--- src/rtl/sync_fifo_param_if.sv ---
// Handshake and status bundle between a producer/consumer pair and sync_fifo_param.
// master = the side driving requests, slave = the FIFO.
interface sync_fifo_param_if #(
  parameter int WIDTH = 8,
  parameter int DEPTH = 8
);
  localparam int CW = $clog2(DEPTH + 1);

  logic             wr;
  logic [WIDTH-1:0] data_in;
  logic             rd;
  logic [WIDTH-1:0] data_out;
  logic             rd_valid;
  logic             flush;
  logic             err_clr;
  logic             full;
  logic             empty;
  logic             almost_full;
  logic             almost_empty;
  logic [CW-1:0]    count;
  logic             overflow;
  logic             underflow;

  modport master (
    output wr, data_in, rd, flush, err_clr,
    input  data_out, rd_valid, full, empty, almost_full, almost_empty,
           count, overflow, underflow
  );

  modport slave (
    input  wr, data_in, rd, flush, err_clr,
    output data_out, rd_valid, full, empty, almost_full, almost_empty,
           count, overflow, underflow
  );
endinterface

--- src/rtl/sync_fifo_param.sv ---
// Parametrised single-clock FIFO with exact count, almost flags, registered read,
// synchronous flush and sticky overflow/underflow flags.
module sync_fifo_param #(
  parameter int WIDTH    = 8,
  parameter int DEPTH    = 8,
  parameter int AF_LEVEL = DEPTH - 1,
  parameter int AE_LEVEL = 1
) (
  input  logic             clk,
  input  logic             reset,
  sync_fifo_param_if.slave bus
);
  localparam int CW = $clog2(DEPTH + 1);
  localparam int PW = $clog2(DEPTH);

  logic [WIDTH-1:0] mem [DEPTH];
  logic [PW-1:0]    wr_ptr_reg, rd_ptr_reg;
  logic [CW-1:0]    count_reg, count_next;
  logic [WIDTH-1:0] data_out_reg;
  logic             rd_valid_reg;
  logic             overflow_reg, underflow_reg;
  logic             full, empty, rd_ok, wr_ok;

  // Explicit wrap so non-power-of-two depths work.
  function automatic logic [PW-1:0] ptr_inc(input logic [PW-1:0] p);
    return (p == PW'(DEPTH - 1)) ? '0 : p + 1'b1;
  endfunction

  assign full  = (count_reg == CW'(DEPTH));
  assign empty = (count_reg == '0);

  // Flush suppresses both requests, so they neither act nor raise errors.
  assign rd_ok = bus.rd & ~empty & ~bus.flush;
  assign wr_ok = bus.wr & (~full | rd_ok) & ~bus.flush;

  always_comb begin
    count_next = count_reg;
    case ({wr_ok, rd_ok})
      2'b10:   count_next = count_reg + 1'b1;
      2'b01:   count_next = count_reg - 1'b1;
      default: count_next = count_reg;
    endcase
  end

  always_ff @(posedge clk) begin
    if (wr_ok) mem[wr_ptr_reg] <= bus.data_in;
  end

  always_ff @(posedge clk) begin
    if (reset) begin
      wr_ptr_reg   <= '0;
      rd_ptr_reg   <= '0;
      count_reg    <= '0;
      data_out_reg <= '0;
      rd_valid_reg <= 1'b0;
    end else if (bus.flush) begin
      wr_ptr_reg   <= '0;
      rd_ptr_reg   <= '0;
      count_reg    <= '0;
      rd_valid_reg <= 1'b0;
    end else begin
      count_reg    <= count_next;
      rd_valid_reg <= rd_ok;
      if (wr_ok) wr_ptr_reg <= ptr_inc(wr_ptr_reg);
      if (rd_ok) begin
        data_out_reg <= mem[rd_ptr_reg];
        rd_ptr_reg   <= ptr_inc(rd_ptr_reg);
      end
    end
  end

  // A new error event in the same cycle as err_clr keeps the flag set.
  always_ff @(posedge clk) begin
    if (reset) begin
      overflow_reg  <= 1'b0;
      underflow_reg <= 1'b0;
    end else begin
      if (bus.wr & ~wr_ok & ~bus.flush)  overflow_reg <= 1'b1;
      else if (bus.err_clr)              overflow_reg <= 1'b0;
      if (bus.rd & ~rd_ok & ~bus.flush)  underflow_reg <= 1'b1;
      else if (bus.err_clr)              underflow_reg <= 1'b0;
    end
  end

  assign bus.data_out     = data_out_reg;
  assign bus.rd_valid     = rd_valid_reg;
  assign bus.full         = full;
  assign bus.empty        = empty;
  assign bus.almost_full  = (count_reg >= CW'(AF_LEVEL));
  assign bus.almost_empty = (count_reg <= CW'(AE_LEVEL));
  assign bus.count        = count_reg;
  assign bus.overflow     = overflow_reg;
  assign bus.underflow    = underflow_reg;
endmodule

--- src/flat_wrapper.sv ---
// flat-port wrapper written by rule: the top's interface ports become plain ports
module sync_fifo_param_flat 
#(
  parameter int WIDTH    = 8,
  parameter int DEPTH    = 8,
  parameter int AF_LEVEL = DEPTH - 1,
  parameter int AE_LEVEL = 1
)
  (clk, reset, bus_wr, bus_data_in, bus_rd, bus_flush, bus_err_clr, bus_data_out, bus_rd_valid, bus_full, bus_empty, bus_almost_full, bus_almost_empty, bus_count, bus_overflow, bus_underflow);
  sync_fifo_param_if #(.WIDTH(WIDTH), .DEPTH(DEPTH)) bus_i ();
  input  logic clk;
  input  logic reset;
  input wire logic [$bits(bus_i.wr)-1:0] bus_wr;
  input wire logic [$bits(bus_i.data_in)-1:0] bus_data_in;
  input wire logic [$bits(bus_i.rd)-1:0] bus_rd;
  input wire logic [$bits(bus_i.flush)-1:0] bus_flush;
  input wire logic [$bits(bus_i.err_clr)-1:0] bus_err_clr;
  output wire logic [$bits(bus_i.data_out)-1:0] bus_data_out;
  output wire logic [$bits(bus_i.rd_valid)-1:0] bus_rd_valid;
  output wire logic [$bits(bus_i.full)-1:0] bus_full;
  output wire logic [$bits(bus_i.empty)-1:0] bus_empty;
  output wire logic [$bits(bus_i.almost_full)-1:0] bus_almost_full;
  output wire logic [$bits(bus_i.almost_empty)-1:0] bus_almost_empty;
  output wire logic [$bits(bus_i.count)-1:0] bus_count;
  output wire logic [$bits(bus_i.overflow)-1:0] bus_overflow;
  output wire logic [$bits(bus_i.underflow)-1:0] bus_underflow;
  assign bus_i.wr = bus_wr;
  assign bus_i.data_in = bus_data_in;
  assign bus_i.rd = bus_rd;
  assign bus_i.flush = bus_flush;
  assign bus_i.err_clr = bus_err_clr;
  assign bus_data_out = bus_i.data_out;
  assign bus_rd_valid = bus_i.rd_valid;
  assign bus_full = bus_i.full;
  assign bus_empty = bus_i.empty;
  assign bus_almost_full = bus_i.almost_full;
  assign bus_almost_empty = bus_i.almost_empty;
  assign bus_count = bus_i.count;
  assign bus_overflow = bus_i.overflow;
  assign bus_underflow = bus_i.underflow;
  sync_fifo_param #(.WIDTH(WIDTH), .DEPTH(DEPTH), .AF_LEVEL(AF_LEVEL), .AE_LEVEL(AE_LEVEL)) u_core (.clk(clk), .reset(reset), .bus(bus_i));
endmodule
--- config.mk ---
export PLATFORM = sky130hd
export DESIGN_NAME = sync_fifo_param_flat
export DESIGN_NICKNAME = d
export VERILOG_FILES = /design/src/rtl/sync_fifo_param_if.sv /design/src/rtl/sync_fifo_param.sv /design/src/flat_wrapper.sv
export SDC_FILE = /design/constraint.sdc
export NUM_CORES = 1
export LEC_CHECK = 0
export CORE_UTILIZATION = 40
export CTS_BUF_LIST = sky130_fd_sc_hd__clkbuf_2 sky130_fd_sc_hd__clkbuf_4 sky130_fd_sc_hd__clkbuf_8
export CTS_CLUSTER_DIAMETER = 200
export DETAILED_ROUTE_END_ITERATION = 12
export GPL_TIMING_DRIVEN = 0
export SETUP_SLACK_MARGIN = 0.3
export SLEW_MARGIN = 20
export SYNTH_ARGS = -nofsm -noshare
export SYNTH_HDL_FRONTEND = slang
export SYNTH_SLANG_ARGS = --single-unit
--- constraint.sdc ---
create_clock -name clk -period 4.5 [get_ports clk]
set_input_delay 0.45 -clock clk [delete_from_list [all_inputs] [get_ports clk]]
set_output_delay 0.45 -clock clk [all_outputs]
set_load 0.005 [all_outputs]
==> flow_metrics.env <==
export IMPL_outcome="completed"
export IMPL_path_class="reg2reg"
export IMPL_wirelength_um=6300
export IMPL_fin_crit_sh_pct=71.3
export IMPL_cts_tree="built"
export IMPL_hpwl_um=4270
export IMPL_path_buf_inv=3
export IMPL_dp_slack_ns=1.28
export IMPL_crit_chain="inv_1 -> ha_1 -> nor3b_1 -> or3b_2 -> inv_1 -> buf_2 -> ha_1 -> or4b_2 -> a21oi_1 -> xnor2_1 -> nor2_1"
export IMPL_cts_sinks=85
export IMPL_yosys_warnings=0
export IMPL_synthFlopType="edfxtp_1"
export IMPL_finalCriticalPeriod_ns=3.21
export IMPL_grt_pass1_vias=1924
export IMPL_crit_arrival_ns=3.44
export IMPL_cp_start_kind="flip-flop"
export IMPL_hp_start="u_core.bus.underflow"
export IMPL_synth_distinct_cells=30
export IMPL_startpoint="u_core.bus.count[0]"
export IMPL_setup_viol=0
export IMPL_gp_congestion=0.744
export IMPL_cellLeakagePower_nw=1.32
export IMPL_grt_usage_pct=15.8
export IMPL_worst_slack_ns=1.29
export IMPL_layout_commonest_cell="edfxtp_1"
export IMPL_vias_per_cell=5.15
export IMPL_drv_slew=0
export IMPL_postSynthCellCount=227
export IMPL_crit_family="simple AND/OR/NAND/NOR gates"
export IMPL_insertion_delay_ns=0.35
export IMPL_synth_area_top_cells="edfxtp_1 (57%), dfxtp_1 (12%), mux2i_1 (5.3%)"
export IMPL_peakVddDrop_v=0.000290
export IMPL_ctsHoldBuffers=0
export IMPL_fin_util_pct=49.4
export IMPL_worst_pin_slew_ns=0.837
export IMPL_drtIter0Drc=151
export IMPL_final_antenna_net_count=0
export IMPL_cts_max_level=3
export IMPL_diodes=0
export IMPL_timing_rr_start="u_core.bus.count[0]"
export IMPL_vias=1957
export IMPL_syn_area_sq_mm=0.00340
export IMPL_fmax_ghz=0.312
export IMPL_synth_top_area_share_pct=56.5
export IMPL_ys_ff_latch=85
export IMPL_fin_skew_ns=0.00676
export IMPL_io_pins=33
export IMPL_setup_worst_path_end_class="flip-flop"
export IMPL_final_cell_mix="edfxtp_1 (64), clkdlybuf4s50_1 (32), dfxtp_1 (21)"
export IMPL_async_reset_ff_share_pct=0
export IMPL_largest_reg_flops=64
export IMPL_grt_max_degree=16
export IMPL_maxCapViolations=0
export IMPL_ys_seq_area_share_pct=68.9
export IMPL_cts_root_buffer="clkbuf_8"
export IMPL_synth_top_cell_by_area="edfxtp_1"
export IMPL_rows=33
export IMPL_setup_tns_ns=0
export IMPL_slowest_delay_ns=0.61
export IMPL_drive_gt1_share_pct=13.1
export IMPL_path_clk_slew_ns=0.08
export IMPL_first_pass_iters=4
export IMPL_hold_viol_final=0
export IMPL_slew_limit_headroom_pct=44.0
export IMPL_cts_resized=0
export IMPL_worstPathMaxFanout=10
export IMPL_area_delta_synth_final_pct=19.4
export IMPL_grt_pass1_wl_um=10100
export IMPL_hp_class="reg2reg"
export IMPL_post_cts_buffers=0
export IMPL_die_w_um=94.2
export IMPL_dieArea_sq_mm=0.00887
export IMPL_crit_path_top_delay_cell="or4b_2"
export IMPL_numPortBuffers=32
export IMPL_synth_avg_cell_area_sq_um=15.0
export IMPL_cts_made_buffers=9
export IMPL_rsz0062_at_grt="no"
export IMPL_die_height_um=94.2
export IMPL_final_nets=292
export IMPL_drc_errors=0
export IMPL_overflow=0
export IMPL_required_ns=4.73
export IMPL_synth_nets=249
export IMPL_clock_path_buffers=2
export IMPL_core_region_area_sq_mm=0.00822
export IMPL_antenna_found_initial=0
export IMPL_synth_edff_count=64
export IMPL_drt_wirelength_per_cell_um=16.6
export IMPL_start_util_pct=41.4
export IMPL_p_per_area_mw_per_mm2=358
## cell families (layout without fill, tap and decap cells)
group,Yosys count,count (layout),share of synthesized area [%]
AO/OA/AOI/OAI,28,28,5.15
AND/OR/NAND/NOR,61,61,9.57
adder cells (fa/ha/maj),8,8,2.94
buffers and inverters,16,64,2.10
multiplexers,26,26,10.6
XOR/XNOR,3,3,0.773
flip-flops,85,85,68.9
## metal layers
metal	up-vias	track usage [%]	wire length [um]
met5	-	0	0
met4	0	5.77	57
met3	7	3.72	306
met2	53	24.1	2940
met1	948	22.0	3000
li1	949	-	-
## cells in the mapped netlist (4+ instances only)
library cell	number
edfxtp_1	64
dfxtp_1	21
nor2_1	20
mux2i_1	18
nor3_1	11
a211oi_1	9
a21oi_1	9
ha_1	8
mux4_2	8
o22ai_1	8
clkbuf_1	7
nand2_1	7
nand2b_1	6
inv_1	4
## final timing paths
| kind | slack [ns] | endpoint | cells past startpoint |
|---|---|---|---|
| max | 1.29 | u_core.bus.count[3] | 11 |
| min | 0.48 | u_core.bus.underflow | 2 |
| max reg2reg | 1.29 | u_core.bus.count[3] | 11 |
| min reg2reg | 0.48 | u_core.bus.underflow | 2 |
## power breakdown
| part | total [mW] | internal, mW | switching, mW |
|---|---|---|---|
| sequential | 0.854 | 0.850 | 0.00425 |
| combinational | 0.0684 | 0.0345 | 0.0339 |
| clock | 0.533 | 0.259 | 0.274 |
## area by class of cell
type | count | area (sq um)
plain buffers | 12 | 56.3
clock buffers | 9 | 124
clock inverters | 7 | 73.8
fillers | 711 | 4160
inverters | 4 | 15.0
multi-input cells | 126 | 997
flip-flops and latches | 85 | 2340
well taps | 105 | 131
repair buffers | 32 | 320
## through the flow
step	std cells	total power, mW	hold slack (ns)	instance area, sq um
floorplan	227	0.902	0.462	3400
finish	380	1.46	0.483	4060
global placement	364	0.939	0.460	3850
global route	380	1.51	0.502	4060
detailed placement	364	0.941	0.477	3860
CTS	380	1.47	0.490	4060
## worst min-delay path: stages (launching register included)
cell	delay, ns
dfxtp_1	0.32
nand2b_1	0.07
a21oi_1	0.06
No activity file was read; power rests on OpenSTA's default activity.
